--- config.mk ---
export PLATFORM = sky130hd
export DESIGN_NAME = ibr128_host_seq
export DESIGN_NICKNAME = d
export VERILOG_FILES = /design/src/rtl/ibr128_pkg.sv /design/src/rtl/ibr128_host_seq.sv
export SDC_FILE = /design/constraint.sdc
export NUM_CORES = 1
export LEC_CHECK = 0
export CAP_MARGIN = 20
export CORE_AREA = 4 4 228 230
export DETAILED_ROUTE_END_ITERATION = 8
export DIE_AREA = 0 0 232 234
export MAX_ROUTING_LAYER = met4
export PLACE_DENSITY = 0.86
export REMOVE_ABC_BUFFERS = 1
export SLEW_MARGIN = 15
export SYNTH_ARGS = -nofsm -noshare
export SYNTH_HDL_FRONTEND = slang
export SYNTH_SLANG_ARGS = --single-unit
--- constraint.sdc ---
create_clock -name Clk -period 6.74 [get_ports Clk]
set_clock_uncertainty 0.15 [all_clocks]
set_input_delay 0.674 -clock Clk [delete_from_list [all_inputs] [get_ports Clk]]
set_output_delay 0.674 -clock Clk [all_outputs]
set_load 0.02 [all_outputs]
--- src/rtl/ibr128_pkg.sv ---
// Shared IBR128 CSR map, CTRL bit layout and host sequencer state encoding.
// Latency: n/a (declarations only).
// Backpressure: n/a.
package ibr128_pkg;

  // CSR word addresses (lower address always carries the lower 32 bits)
  localparam logic [4:0] ADDR_CTRL   = 5'h00;
  localparam logic [4:0] ADDR_STATUS = 5'h01;
  localparam logic [4:0] ADDR_KEY0   = 5'h02;
  localparam logic [4:0] ADDR_KEY1   = 5'h04;
  localparam logic [4:0] ADDR_PT     = 5'h06;
  localparam logic [4:0] ADDR_IV     = 5'h0A;
  localparam logic [4:0] ADDR_CT     = 5'h0E;

  // CTRL register bit positions
  localparam int CTRL_EN     = 0;
  localparam int CTRL_SA     = 1;
  localparam int CTRL_ENC    = 2;
  localparam int CTRL_SOM_LO = 3;
  localparam int CTRL_FB     = 5;

  // Key0, key1, plaintext and IV form one contiguous 12-word block from 0x02
  localparam int         N_DATA_WORDS  = 12;
  localparam logic [3:0] LAST_DATA_IDX = 4'd11;
  localparam logic [1:0] LAST_CT_IDX   = 2'd3;

  typedef enum logic [3:0] {
    S_IDLE,
    S_WR_DATA,
    S_WR_EN,
    S_POLL_RQ,
    S_POLL_CK,
    S_RD_RQ,
    S_RD_CK,
    S_WR_CLR,
    S_DONE
  } state_e;

  // CTRL word: job cfg {FB, SOM[1:0], Encrypt, SA} sits directly above Enable
  function automatic logic [31:0] ctrl_word(input logic [4:0] cfg, input logic en);
    logic [31:0] w;
    w = '0;
    w[CTRL_FB:CTRL_SA] = cfg;
    w[CTRL_EN]         = en;
    return w;
  endfunction

endpackage

--- src/rtl/ibr128_host_seq.sv ---
// CSR-master sequencer: programs one IBR128 job, polls STATUS, reads back ciphertext.
// Latency: accept->res_valid 25 cycles best case, +2 per extra poll; timeout at 15+2*POLL_MAX.
// Backpressure: job_ready only in IDLE; result held in DONE until res_ready, bus idle meanwhile.
module ibr128_host_seq
  import ibr128_pkg::*;
#(
  parameter int unsigned POLL_MAX = 1024
) (
  input  logic         Clk,
  input  logic         RstN,
  input  logic         job_valid,
  output logic         job_ready,
  input  logic [4:0]   job_cfg,
  input  logic [127:0] job_key,
  input  logic [127:0] job_iv,
  input  logic [127:0] job_text,
  output logic         res_valid,
  input  logic         res_ready,
  output logic [127:0] res_data,
  output logic         res_timeout,
  output logic         CS,
  output logic         Write,
  output logic         Read,
  output logic [4:0]   Addr,
  output logic [31:0]  WData,
  input  logic [31:0]  RData
);

  localparam int POLL_W = $clog2(POLL_MAX + 1);
  localparam logic [POLL_W-1:0] POLL_LIMIT = POLL_W'(POLL_MAX);

  // sequencing state
  state_e              state_q, state_d;
  logic [3:0]          idx_q, idx_d;
  logic [1:0]          word_q, word_d;
  logic [POLL_W-1:0]   poll_cnt_q, poll_cnt_d;

  // captured job
  logic [4:0]          cfg_q, cfg_d;
  logic [383:0]        data_q, data_d;

  // result side
  logic [127:0]        res_data_q, res_data_d;
  logic                res_timeout_q, res_timeout_d;
  logic                res_valid_q, res_valid_d;
  logic                job_ready_q, job_ready_d;

  // registered CSR bus
  logic                cs_q, cs_d;
  logic                wr_q, wr_d;
  logic                rd_q, rd_d;
  logic [4:0]          addr_q, addr_d;
  logic [31:0]         wdata_q, wdata_d;

  // Next-state, counters, job capture and read-back capture
  always_comb begin
    state_d       = state_q;
    idx_d         = idx_q;
    word_d        = word_q;
    poll_cnt_d    = poll_cnt_q;
    cfg_d         = cfg_q;
    data_d        = data_q;
    res_data_d    = res_data_q;
    res_timeout_d = res_timeout_q;

    unique case (state_q)
      S_IDLE: begin
        if (job_valid && job_ready_q) begin
          cfg_d         = job_cfg;
          // word i of this bus is written to address 0x02+i
          data_d        = {job_iv, job_text, job_key};
          idx_d         = '0;
          word_d        = '0;
          poll_cnt_d    = '0;
          res_data_d    = '0;
          res_timeout_d = 1'b0;
          state_d       = S_WR_DATA;
        end
      end

      S_WR_DATA: begin
        if (idx_q == LAST_DATA_IDX) begin
          state_d = S_WR_EN;
        end else begin
          idx_d = idx_q + 4'd1;
        end
      end

      S_WR_EN: begin
        poll_cnt_d = poll_cnt_q + POLL_W'(1);
        state_d    = S_POLL_RQ;
      end

      S_POLL_RQ: begin
        state_d = S_POLL_CK;
      end

      S_POLL_CK: begin
        // RData carries the STATUS word issued in the previous cycle
        if (RData[0]) begin
          word_d  = '0;
          state_d = S_RD_RQ;
        end else if (poll_cnt_q < POLL_LIMIT) begin
          poll_cnt_d = poll_cnt_q + POLL_W'(1);
          state_d    = S_POLL_RQ;
        end else begin
          res_timeout_d = 1'b1;
          state_d       = S_WR_CLR;
        end
      end

      S_RD_RQ: begin
        state_d = S_RD_CK;
      end

      S_RD_CK: begin
        res_data_d[{word_q, 5'b0} +: 32] = RData;
        if (word_q == LAST_CT_IDX) begin
          state_d = S_WR_CLR;
        end else begin
          word_d  = word_q + 2'd1;
          state_d = S_RD_RQ;
        end
      end

      S_WR_CLR: begin
        state_d = S_DONE;
      end

      S_DONE: begin
        if (res_ready) begin
          state_d = S_IDLE;
        end
      end

      default: begin
        state_d = S_IDLE;
      end
    endcase
  end

  // Bus and handshake outputs decoded from the next state so they leave a flop
  always_comb begin
    cs_d        = 1'b0;
    wr_d        = 1'b0;
    rd_d        = 1'b0;
    addr_d      = '0;
    wdata_d     = '0;
    res_valid_d = (state_d == S_DONE);
    job_ready_d = (state_d == S_IDLE);

    unique case (state_d)
      S_WR_DATA: begin
        cs_d    = 1'b1;
        wr_d    = 1'b1;
        addr_d  = ADDR_KEY0 + {1'b0, idx_d};
        wdata_d = data_d[{idx_d, 5'b0} +: 32];
      end
      S_WR_EN: begin
        cs_d    = 1'b1;
        wr_d    = 1'b1;
        addr_d  = ADDR_CTRL;
        wdata_d = ctrl_word(cfg_d, 1'b1);
      end
      S_POLL_RQ: begin
        cs_d   = 1'b1;
        rd_d   = 1'b1;
        addr_d = ADDR_STATUS;
      end
      S_RD_RQ: begin
        cs_d   = 1'b1;
        rd_d   = 1'b1;
        addr_d = ADDR_CT + {3'b0, word_d};
      end
      S_WR_CLR: begin
        // clear Enable but keep the mode bits, on both success and timeout
        cs_d    = 1'b1;
        wr_d    = 1'b1;
        addr_d  = ADDR_CTRL;
        wdata_d = ctrl_word(cfg_d, 1'b0);
      end
      default: begin
      end
    endcase
  end

  // State and output registers; reset drops every strobe immediately
  always_ff @(posedge Clk or negedge RstN) begin
    if (!RstN) begin
      state_q       <= S_IDLE;
      idx_q         <= '0;
      word_q        <= '0;
      poll_cnt_q    <= '0;
      cfg_q         <= '0;
      data_q        <= '0;
      res_data_q    <= '0;
      res_timeout_q <= 1'b0;
      res_valid_q   <= 1'b0;
      job_ready_q   <= 1'b0;
      cs_q          <= 1'b0;
      wr_q          <= 1'b0;
      rd_q          <= 1'b0;
      addr_q        <= '0;
      wdata_q       <= '0;
    end else begin
      state_q       <= state_d;
      idx_q         <= idx_d;
      word_q        <= word_d;
      poll_cnt_q    <= poll_cnt_d;
      cfg_q         <= cfg_d;
      data_q        <= data_d;
      res_data_q    <= res_data_d;
      res_timeout_q <= res_timeout_d;
      res_valid_q   <= res_valid_d;
      job_ready_q   <= job_ready_d;
      cs_q          <= cs_d;
      wr_q          <= wr_d;
      rd_q          <= rd_d;
      addr_q        <= addr_d;
      wdata_q       <= wdata_d;
    end
  end

  assign job_ready   = job_ready_q;
  assign res_valid   = res_valid_q;
  assign res_data    = res_data_q;
  assign res_timeout = res_timeout_q;
  assign CS          = cs_q;
  assign Write       = wr_q;
  assign Read        = rd_q;
  assign Addr        = addr_q;
  assign WData       = wdata_q;

endmodule

* Word-level counts from Yosys, hierarchy flattened
Index checks and enable logic that the tools add are counted.
Storage, ports and cells: word-level logic and storage cells 91, input port bits 425, register bits after elaboration 581
Cells by class: muxes and demuxes 34, add/sub/neg operators 6, $lt $le $gt $ge 1, reduce and logical (&&, ||, !) cells 12, shift operators 3, equality and inequality tests 20
Operators by type and width (number):
- 384-bit 2-to-1 mux | 2
- 384-bit by 10-bit indexed part select with 32-bit output | 1
- 128-bit one-hot mux with 2 select lines | 1
- 128-bit bitwise mux | 1
- 128-bit 2-to-1 mux | 1
- 32-bit by 9-bit variable shift with 128-bit output, first input constant | 1
- 32-bit by 9-bit indexed part select with 128-bit output | 1
- 32-bit one-hot mux with 3 select lines | 1
- 4-bit one-hot mux with 9 select lines | 1
- 11-bit 2-to-1 mux | 3
- 11-bit one-hot mux with 3 select lines | 1
- 4-bit by 3-bit equality test with 1-bit output, second input constant | 6
- 4-bit 2-to-1 mux | 5
- 4-bit by 2-bit equality test with 1-bit output, second input constant | 4
- 5-bit one-hot mux with 3 select lines | 1
- 4-bit equality test, second input constant | 3
- 11-bit by 1-bit adder with 11-bit output, second input constant | 1
- 11-bit < comparator, second input constant | 1
- 5-bit 2-to-1 mux | 2
- 7-bit negator with 9-bit output | 1
- 4-bit by 1-bit equality test with 1-bit output, second input constant | 2
- 4-bit logical NOT | 2
- 2-bit 2-to-1 mux | 4
- 2-bit != test, second input constant | 4
- 18 further kinds | 26

* Logic depth before layout (Yosys ltp)
Gate-level depths: netlist of the first run.
depth in word-level cells 7, mapped depth 12

* Worst setup path after synthesis of the first run
Ideal clock, no wire load.
path kind flip-flop to flip-flop, start register state_q[1], end register wdata_q[5] (netlist: WData[5]), path buffers 1, setup time 0.139 ns, stages on the path, launching flop included 9, arrival 2.521 ns, slack 3.930 ns, required time 6.451 ns, cell sequence dfrtp_1 -> or2_1 -> nor4_4 -> buf_2 -> mux2_2 -> nor2_1 -> a311oi_1 -> o21a_1 -> or4_1
On the way: cells in the longest elaborated chain, start to end 4
RTL lines:
- start: declaration | RTL line ibr128_host_seq.sv:33 | state_e state_q, state_d;
- start signal: assignment | RTL line ibr128_host_seq.sv:206 | state_q <= state_d;
- 4-bit logical NOT | RTL line ibr128_host_seq.sv:66 | unique case (state_q)
- 384-bit 2-to-1 mux | RTL line ibr128_host_seq.sv:66
- named net data_d[197] | RTL line ibr128_host_seq.sv:40 | logic [383:0] data_q, data_d;
- 384-bit by 10-bit indexed part select with 32-bit output | RTL line ibr128_host_seq.sv:157 | wdata_d = data_d[{idx_d, 5'b0} +: 32];
- 32-bit one-hot mux with 3 select lines | RTL line ibr128_host_seq.sv:152 | unique case (state_d)
- named net wdata_d[5] | RTL line ibr128_host_seq.sv:53 | logic [31:0] wdata_q, wdata_d;
- end signal: assignment | RTL line ibr128_host_seq.sv:220 | wdata_q <= wdata_d;
- end: declaration | RTL line ibr128_host_seq.sv:53
The timed path passes the listed nets, and every way through them passes these cells. A chain may end at the register's enable or synchronous reset.

* Worst setup path in the final report of the first run
start register state_q[1], end register wdata_q[7] (netlist: WData[7])
On the way: cells in the longest elaborated chain, start to end 4
RTL lines (RTL line):
- 4-bit by 1-bit equality test with 1-bit output (tied with other cells) | ibr128_host_seq.sv:66
- 4-bit one-hot mux with 2 select lines (tied with other cells) | ibr128_host_seq.sv:66
- 384-bit by 10-bit indexed part select with 32-bit output (tied with other cells) | ibr128_host_seq.sv:157
- 32-bit one-hot mux with 3 select lines (*) | ibr128_host_seq.sv:152
- named net wdata_d[7] | ibr128_host_seq.sv:53
The timed path passes the listed nets; every way through them passes the cells marked *.

==> results of run 1 <==
## state kept, by name, summed over array words and instances, names as in the netlist
signal       flops
state_q          4
poll_cnt_q      11
res_data       128
data_q         384
res_valid        1
WData           32
cfg_q            5
job_ready        1
Addr             5
Write            1
res_timeout      1
word_q           2
Read             1
idx_q            4
CS               1
## final cells by class
cell class                 count  share of cell area [%]
antenna                       15                   0.112
clock buffer                  81                    5.13
clock inverter                29                   0.966
inverter                      12                   0.142
multi-input combinational   1632                    29.1
sequential                   581                    43.4
tap                          672                    2.51
timing repair buffer         622                    18.7
## report_power, final
part / internal (mW) / switching [mW] / total (mW) / leakage (nW)
clock network: 2.02 / 1.41 / 3.42 / 0.997
registers: 4.78 / 0.445 / 5.23 / 7.42
logic: 2.97 / 4.43 / 7.40 / 7.07
total: 9.77 / 6.28 / 16.1 / 15.5
## routing by layer
metal / routed length, µm / vias up
li1: - / 9278
met4: 5010 / 0
met2: 39200 / 1124
met1: 30100 / 10462
met5: 0 / -
met3: 7620 / 264
## logic make-up (layout without fill, tap and decap cells)
family                     count (synthesis)  after routing  share of synthesized area [%]
xor gates and xnor gates                   7              7                          0.244
DFF                                      581            581                           57.8
AOI/OAI and AO/OA                        387            387                           12.1
and+or+nand+nor                         1011           1011                           16.2
other                                      0             15                              0
adders and majority gates                  8              8                          0.398
buffers and inverters                    178            744                           3.73
muxes                                    219            219                           9.57
## cell usage in the layout, fill, tap and decap left out, drive strengths merged, types with 8 or more instances in the layout
| master | count |
|---|---|
| nand2 | 707 |
| clkdlybuf4s50 | 594 |
| dfrtp | 581 |
| mux2 | 172 |
| nor2 | 168 |
| a22o | 128 |
| clkbuf | 81 |
| mux2i | 47 |
| nand3 | 46 |
| o21a | 42 |
| nor3 | 42 |
| o211ai | 41 |
| a21oi | 39 |
| o21ai | 33 |
| buf | 28 |
| a311o | 21 |
| o221ai | 19 |
| diode | 15 |
| a21o | 15 |
| clkinv | 15 |
| o311ai | 14 |
| inv | 13 |
| or3 | 12 |
| a311oi | 12 |
| or2 | 9 |
| ha | 8 |
## path summary, 6_finish.rpt
kind                                        from                        to  cells after the start
max                         state_q[1]$_DFF_PN0_        WData[7]$_DFF_PN0_                      9
min                                         RstN  res_data[62]$_DFFE_PN0P_                      1
max reg2reg                 state_q[1]$_DFF_PN0_        WData[7]$_DFF_PN0_                      9
min reg2reg                data_q[367]$_DFF_PN0_     data_q[367]$_DFF_PN0_                      2
max in group asynchronous                   RstN     data_q[203]$_DFF_PN0_                      2
min in group Clk           data_q[367]$_DFF_PN0_     data_q[367]$_DFF_PN0_                      2
## critical path, cell delays in order, from the launching register on
cell,delay (ns)
dfrtp_1,0.57
nor3_4,0.44
o211ai_4,0.20
a22oi_2,0.29
buf_12,0.61
buf_4,0.80
nand3_1,0.20
o211ai_1,0.17
o21a_1,0.15
o221ai_1,0.11
## metrics by stage
stage | setup TNS, ns | cells
floorplan | -3721.92 | 2225
global placement | 0 | 3518
detailed placement | 0 | 3518
CTS | 0 | 3628
global route | 0 | 3643
finish | 0 | 3644
==> results.yml, run 1 <==
logic_synthesis:
  synthCells: 2391
  ys_types: 63
  synth_top_area_share_pct: 57.8
  yosysWarnings: 0
  yosysSeqAreaShare_pct: 57.8
  synth.area.top_cells: "dfrtp_1, nand2_1, mux2_2"
  synth_edf_count: 0
  ys_seq_elements: 581
  synth_most_common_cell: "nand2_1"
  syn-mean-instance-area_um2: 10.5
  netlist_area_um2: 25200
  synthArstFlopShare_pct: 100
  synth_largest_area_cell: "dfrtp_1"
  yosys_most_used_dff: "dfrtp_1"
  synth_commonest_cells: "nand2_1, dfrtp_1, nor2_1"
worst_setup_path:
  cp_max_fo: 167
  required_ns: 7.02
  ff2ff_setup_slack_ns: 2.66
  start_kind: "flop"
  critPathArrivalTime_ns: 4.36
  endpoint_kind: "flop"
  criticalPathCategory: "flop to flop"
timing:
  max_slew.worst_pin.slew_ns: 1.31
  drv_slew: 0
  finalHoldViolCount: 1
  setup_viol: 0
  rsz0062_at_grt: "false"
  clock.fmax_ghz: 0.245
  whs_ns: -0.00211
  timing.slew.headroom_pct: 13.0
  setup_slack_ns: 2.66
  fin_crit_sh_pct: 60.5
  fin_crit_ns: 4.08
floorplan:
  die-area_um2: 54300
  ios: 596
  num_rows: 82
  die_y_um: 234
  die_x_um: 232
  core_um2: 49900
  start_util_pct: 50.5
placed_design:
  place.port_buffers: 595
  dp_slack_ns: 2.41
  gp_congestion: 0.964
  placed_area_um2: 31400
  hpwl_mm: 56.1
grt:
  grt_busiest_layer: "met2"
  grt_start_max_net_pins: 220
  grt_use_met2_pct: 48.8
  grt.met3_usage_pct: 6.83
  grt_pass1_vias: 21902
  grtUsageTotal_pct: 30.4
  grt_pass1_wl_mm: 125
  grt_use_met1_pct: 36.3
  antenna_found_initial: 14
  grt-ovfl-total: 0
clock_tree:
  cts-htree-levels: 2
  cts_made_buffers: 59
  ctsResizeCount: 0
  numClockSinks: 581
  post_cts_buffers: 0
  path_clk_slew_ns: 0.06
  cts_tree: "yes"
  clock_path_buffers: 3
  clk_latency_ns: 0.62
  ctsHoldBuffers: 0
  root_buffer: "clkbuf_16"
power_and_ir_drop:
  total_leakage_power_nw: 15.5
  power_density_nw_per_um2: 479
  p_total_mw: 16.1
  ir_drop_mv: 0.640
final_layout:
  layout.nets: 3341
  postLayoutCellArea_um2: 33500
  drive_gt1_share_pct: 11.0
  fillers: 3642
  utilization_pct: 67.2
  multi_input_area_um2: 9760
  area_growth_pct: 33.2
  regArea_um2: 14500
routing:
  ant_nets: 0
  avgRoutedWirePerCell_um: 22.5
  drcViolationCount: 0
  vias_per_cell: 5.80
  first_pass_iters: 5
  routed_wl_mm: 82.0
  drt_iter0_drc: 1736
  vias: 21128
run:
  max-cap-violations: 0
status:
  violations: "hold timing"
  status: "complete, but fails checks"
hold_path:
  min_path_type: "input port to asynchronous set/reset pin"
Note: power is estimated with default switching activity, not from simulation.
==> run 2: changes to the inputs <==
--- a/config.mk
+++ b/config.mk
@@ -6,11 +6,12 @@
 export NUM_CORES = 1
 export LEC_CHECK = 0
 export CAP_MARGIN = 20
-export CORE_AREA = 4 4 228 230
+export CORE_ASPECT_RATIO = 1.4
+export CORE_MARGIN = 4
+export CORE_UTILIZATION = 45
 export DETAILED_ROUTE_END_ITERATION = 8
-export DIE_AREA = 0 0 232 234
 export MAX_ROUTING_LAYER = met4
-export PLACE_DENSITY = 0.86
+export PLACE_DENSITY = 0.81
 export REMOVE_ABC_BUFFERS = 1
 export SLEW_MARGIN = 15
 export SYNTH_ARGS = -nofsm -noshare
==> constraint.sdc (replaced) <==
create_clock -name Clk -period 3.49 [get_ports Clk]
set_clock_uncertainty 0.15 [all_clocks]
set_input_delay 0.349 -clock Clk [delete_from_list [all_inputs] [get_ports Clk]]
set_output_delay 0.349 -clock Clk [all_outputs]
set_load 0.02 [all_outputs]
==> run 2 against run 1 <==
Against the previous run:
- largest power group unchanged
- largest cell class unchanged
- clock power increased by 80%
- fmax increased by 25%
- combinational power increased by 100%
- design area increased by 1.3%
- the run now ends clean
- register-to-register slack got worse by 2.4 ns
- first-iteration DRC count decreased by 8.9%
- sequential share of layout area decreased by 0.54 points
- hold slack improved by 0.16 ns
- power increased by 94%
- critical path type unchanged
- sequential power increased by 93%
==> results.yml, run 2 (synthesized netlist as in run 1, its figures left out) <==
timing:
  rsz0062_at_grt: "false"
  drv_slew: 0
  whs_ns: 0.157
  timing.slew.headroom_pct: 45.2
  setup_viol: 0
  fin_setup_tns_ns: 0
  finalHoldViolCount: 0
  max_slew.worst_pin.slew_ns: 0.821
  fin_crit_sh_pct: 93.8
  fin_crit_ns: 3.27
  clock.fmax_ghz: 0.306
routing:
  drt_iter0_drc: 1582
  vias: 21177
  routed_wl_mm: 83.0
  ant_nets: 0
  drcViolationCount: 0
  first_pass_iters: 5
  avgRoutedWirePerCell_um: 22.2
  vias_per_cell: 5.67
worst_setup_path:
  cp_slowest_stage_delay_ns: 0.54
  crit_path_top_delay_cell: "dfrtp_1"
  endpoint_kind: "flop"
  critical-path-top-delay-family: "simple AND/OR/NAND/NOR gates"
  timing.critical_path.cells: "or2_1 -> nor4_4 -> buf_12 -> buf_12 -> mux2_2 -> nand2_1 -> a21o_1 -> o311ai_0 -> a41o_1"
  critPathArrivalTime_ns: 3.61
  critPathMostFrequentCell: "buf_12"
  timing.rr.end: "WData[23]$_DFF_PN0_"
  crit_buf_inv: 2
  timing.rr.start: "state_q[2]$_DFF_PN0_"
  reg2reg_depth: 9
  cp_num_cells: 9
  cp_max_fo: 47
  ff2ff_setup_slack_ns: 0.22
  start_kind: "flop"
  startpoint: "state_q[2]$_DFF_PN0_"
  required_ns: 3.83
  criticalPathCategory: "flop to flop"
status:
  status: "finished clean"
placed_design:
  gp_congestion: 0.934
  hpwl_mm: 59.2
  placed_area_um2: 32100
  place.port_buffers: 595
final_layout:
  largest_reg_flops: 384
  drive_gt1_share_pct: 12.2
  top_register: "data_q"
  final_common_cell: "nand2_1"
  area_growth_pct: 34.9
  layout.nets: 3388
  mostFrequentLayoutCells: "nand2_1, clkdlybuf4s50_1, dfrtp_1"
  utilization_pct: 61.3
  postLayoutCellArea_um2: 34000
power_and_ir_drop:
  ir_drop_mv: 0.571
  total_leakage_power_nw: 15.7
  swShare_pct: 39.2
  seqPwrFrac_pct: 32.2
  combPwrFrac_pct: 48.1
  internal_power_mw: 19.0
  p_sw_mw: 12.2
  p_clk_share_pct: 19.7
  power_density_nw_per_um2: 919
grt:
  grtUsageTotal_pct: 27.5
  grt_pass1_vias: 21781
  grt-ovfl-total: 0
  antenna_found_initial: 12
  grt_start_max_net_pins: 86
  grt_pass1_wl_mm: 126
clock_tree:
  cts-htree-levels: 2
  root_buffer: "clkbuf_16"
  clk_latency_ns: 0.60
  clock_path_buffers: 3
  cts_made_buffers: 54
  cts_tree: "yes"
  numClockSinks: 581
  path_clk_slew_ns: 0.06
floorplan:
  num_rows: 102
  core_um2: 55400
  die-area_um2: 59800
  die_y_um: 288
  die_x_um: 208
  ios: 596
  start_util_pct: 45.4
hold_path:
  min_path_cells: 3
  hold_end: "data_q[378]$_DFF_PN0_"
  worstHoldStart: "job_iv[122]"
  min_path_type: "input port to flop"
run:
  max-cap-violations: 0
## run 2: power by group through the flow
stage          registers (mW)  logic [mW]  clock network (mW)
2_1_floorplan            10.1        7.22                   0
3_3_place_gp             10.1        14.4                   0
3_5_place_dp             10.2        14.9                   0
4_1_cts                  10.1        15.0                6.27
5_1_grt                  10.3        16.4                6.52
6_report                 10.1        15.0                6.15
## run 2: stage by stage
step | setup slack [ns] | power, mW | std cells
after floorplan | -13.55 | 17.4 | 2225
after global placement | 0.183 | 24.5 | 3626
after detailed placement | 0.221 | 25.0 | 3626
after CTS | 0.222 | 31.3 | 3725
after global routing | 0.0226 | 33.2 | 3737
final | 0.217 | 31.2 | 3738
## run 2: worst max path at each step
stage                          end  slack (ns)
2_1_floorplan    Addr[2]$_DFF_PN0_      -13.55
3_3_place_gp   WData[12]$_DFF_PN0_        0.18
3_5_place_dp   WData[23]$_DFF_PN0_        0.22
4_1_cts        WData[23]$_DFF_PN0_        0.22
5_1_grt        WData[18]$_DFF_PN0_        0.02
6_report       WData[23]$_DFF_PN0_        0.22
## run 2: area by class of cell
type,instances,area [µm²]
clock buffers,70,1490
repair buffers,674,6820
diodes,13,32.5
clock inverters,28,340
flip-flops and latches,581,14500
inverters,12,47.5
well taps,728,911
fillers,4353,21400
multi-input cells,1632,9770
## run 2: worst reg2reg max path, stage by stage, from the launching register on
cell and delay (ns):
dfrtp_1 0.54, or2_1 0.37, nor4_4 0.41, buf_12 0.27, buf_12 0.27, mux2_2 0.40
nand2_1 0.06, a21o_1 0.11, o311ai_0 0.25, a41o_1 0.33
## run 2: timing repair
action                                  4_1_cts  5_1_grt
gates resized for setup                       0        1
endpoints found under the hold margin        70        0
hold buffers                                  1        0
buffers inserted                              0        0
endpoints found under the setup margin        0        1
## run 2: routing by layer
layer	vias up	global-route usage, %	part of all wire (%)	routed length (µm)
li1	9372	-	-	-
met1	10416	33.9	38	31700
met2	1166	44.8	49	40900
met3	223	4.96	7.9	6530
met4	0	12.0	4.6	3860
met5	-	-	0	0
==> run 3: changes to the inputs <==
--- a/config.mk
+++ b/config.mk
@@ -5,7 +5,7 @@
 export SDC_FILE = /design/constraint.sdc
 export NUM_CORES = 1
 export LEC_CHECK = 0
-export CAP_MARGIN = 20
+export CAP_MARGIN = 40
 export CORE_ASPECT_RATIO = 1.4
 export CORE_MARGIN = 4
 export CORE_UTILIZATION = 45
==> results of run 3 <==
Final layout, timing and power as in run 2 (identical DEF).
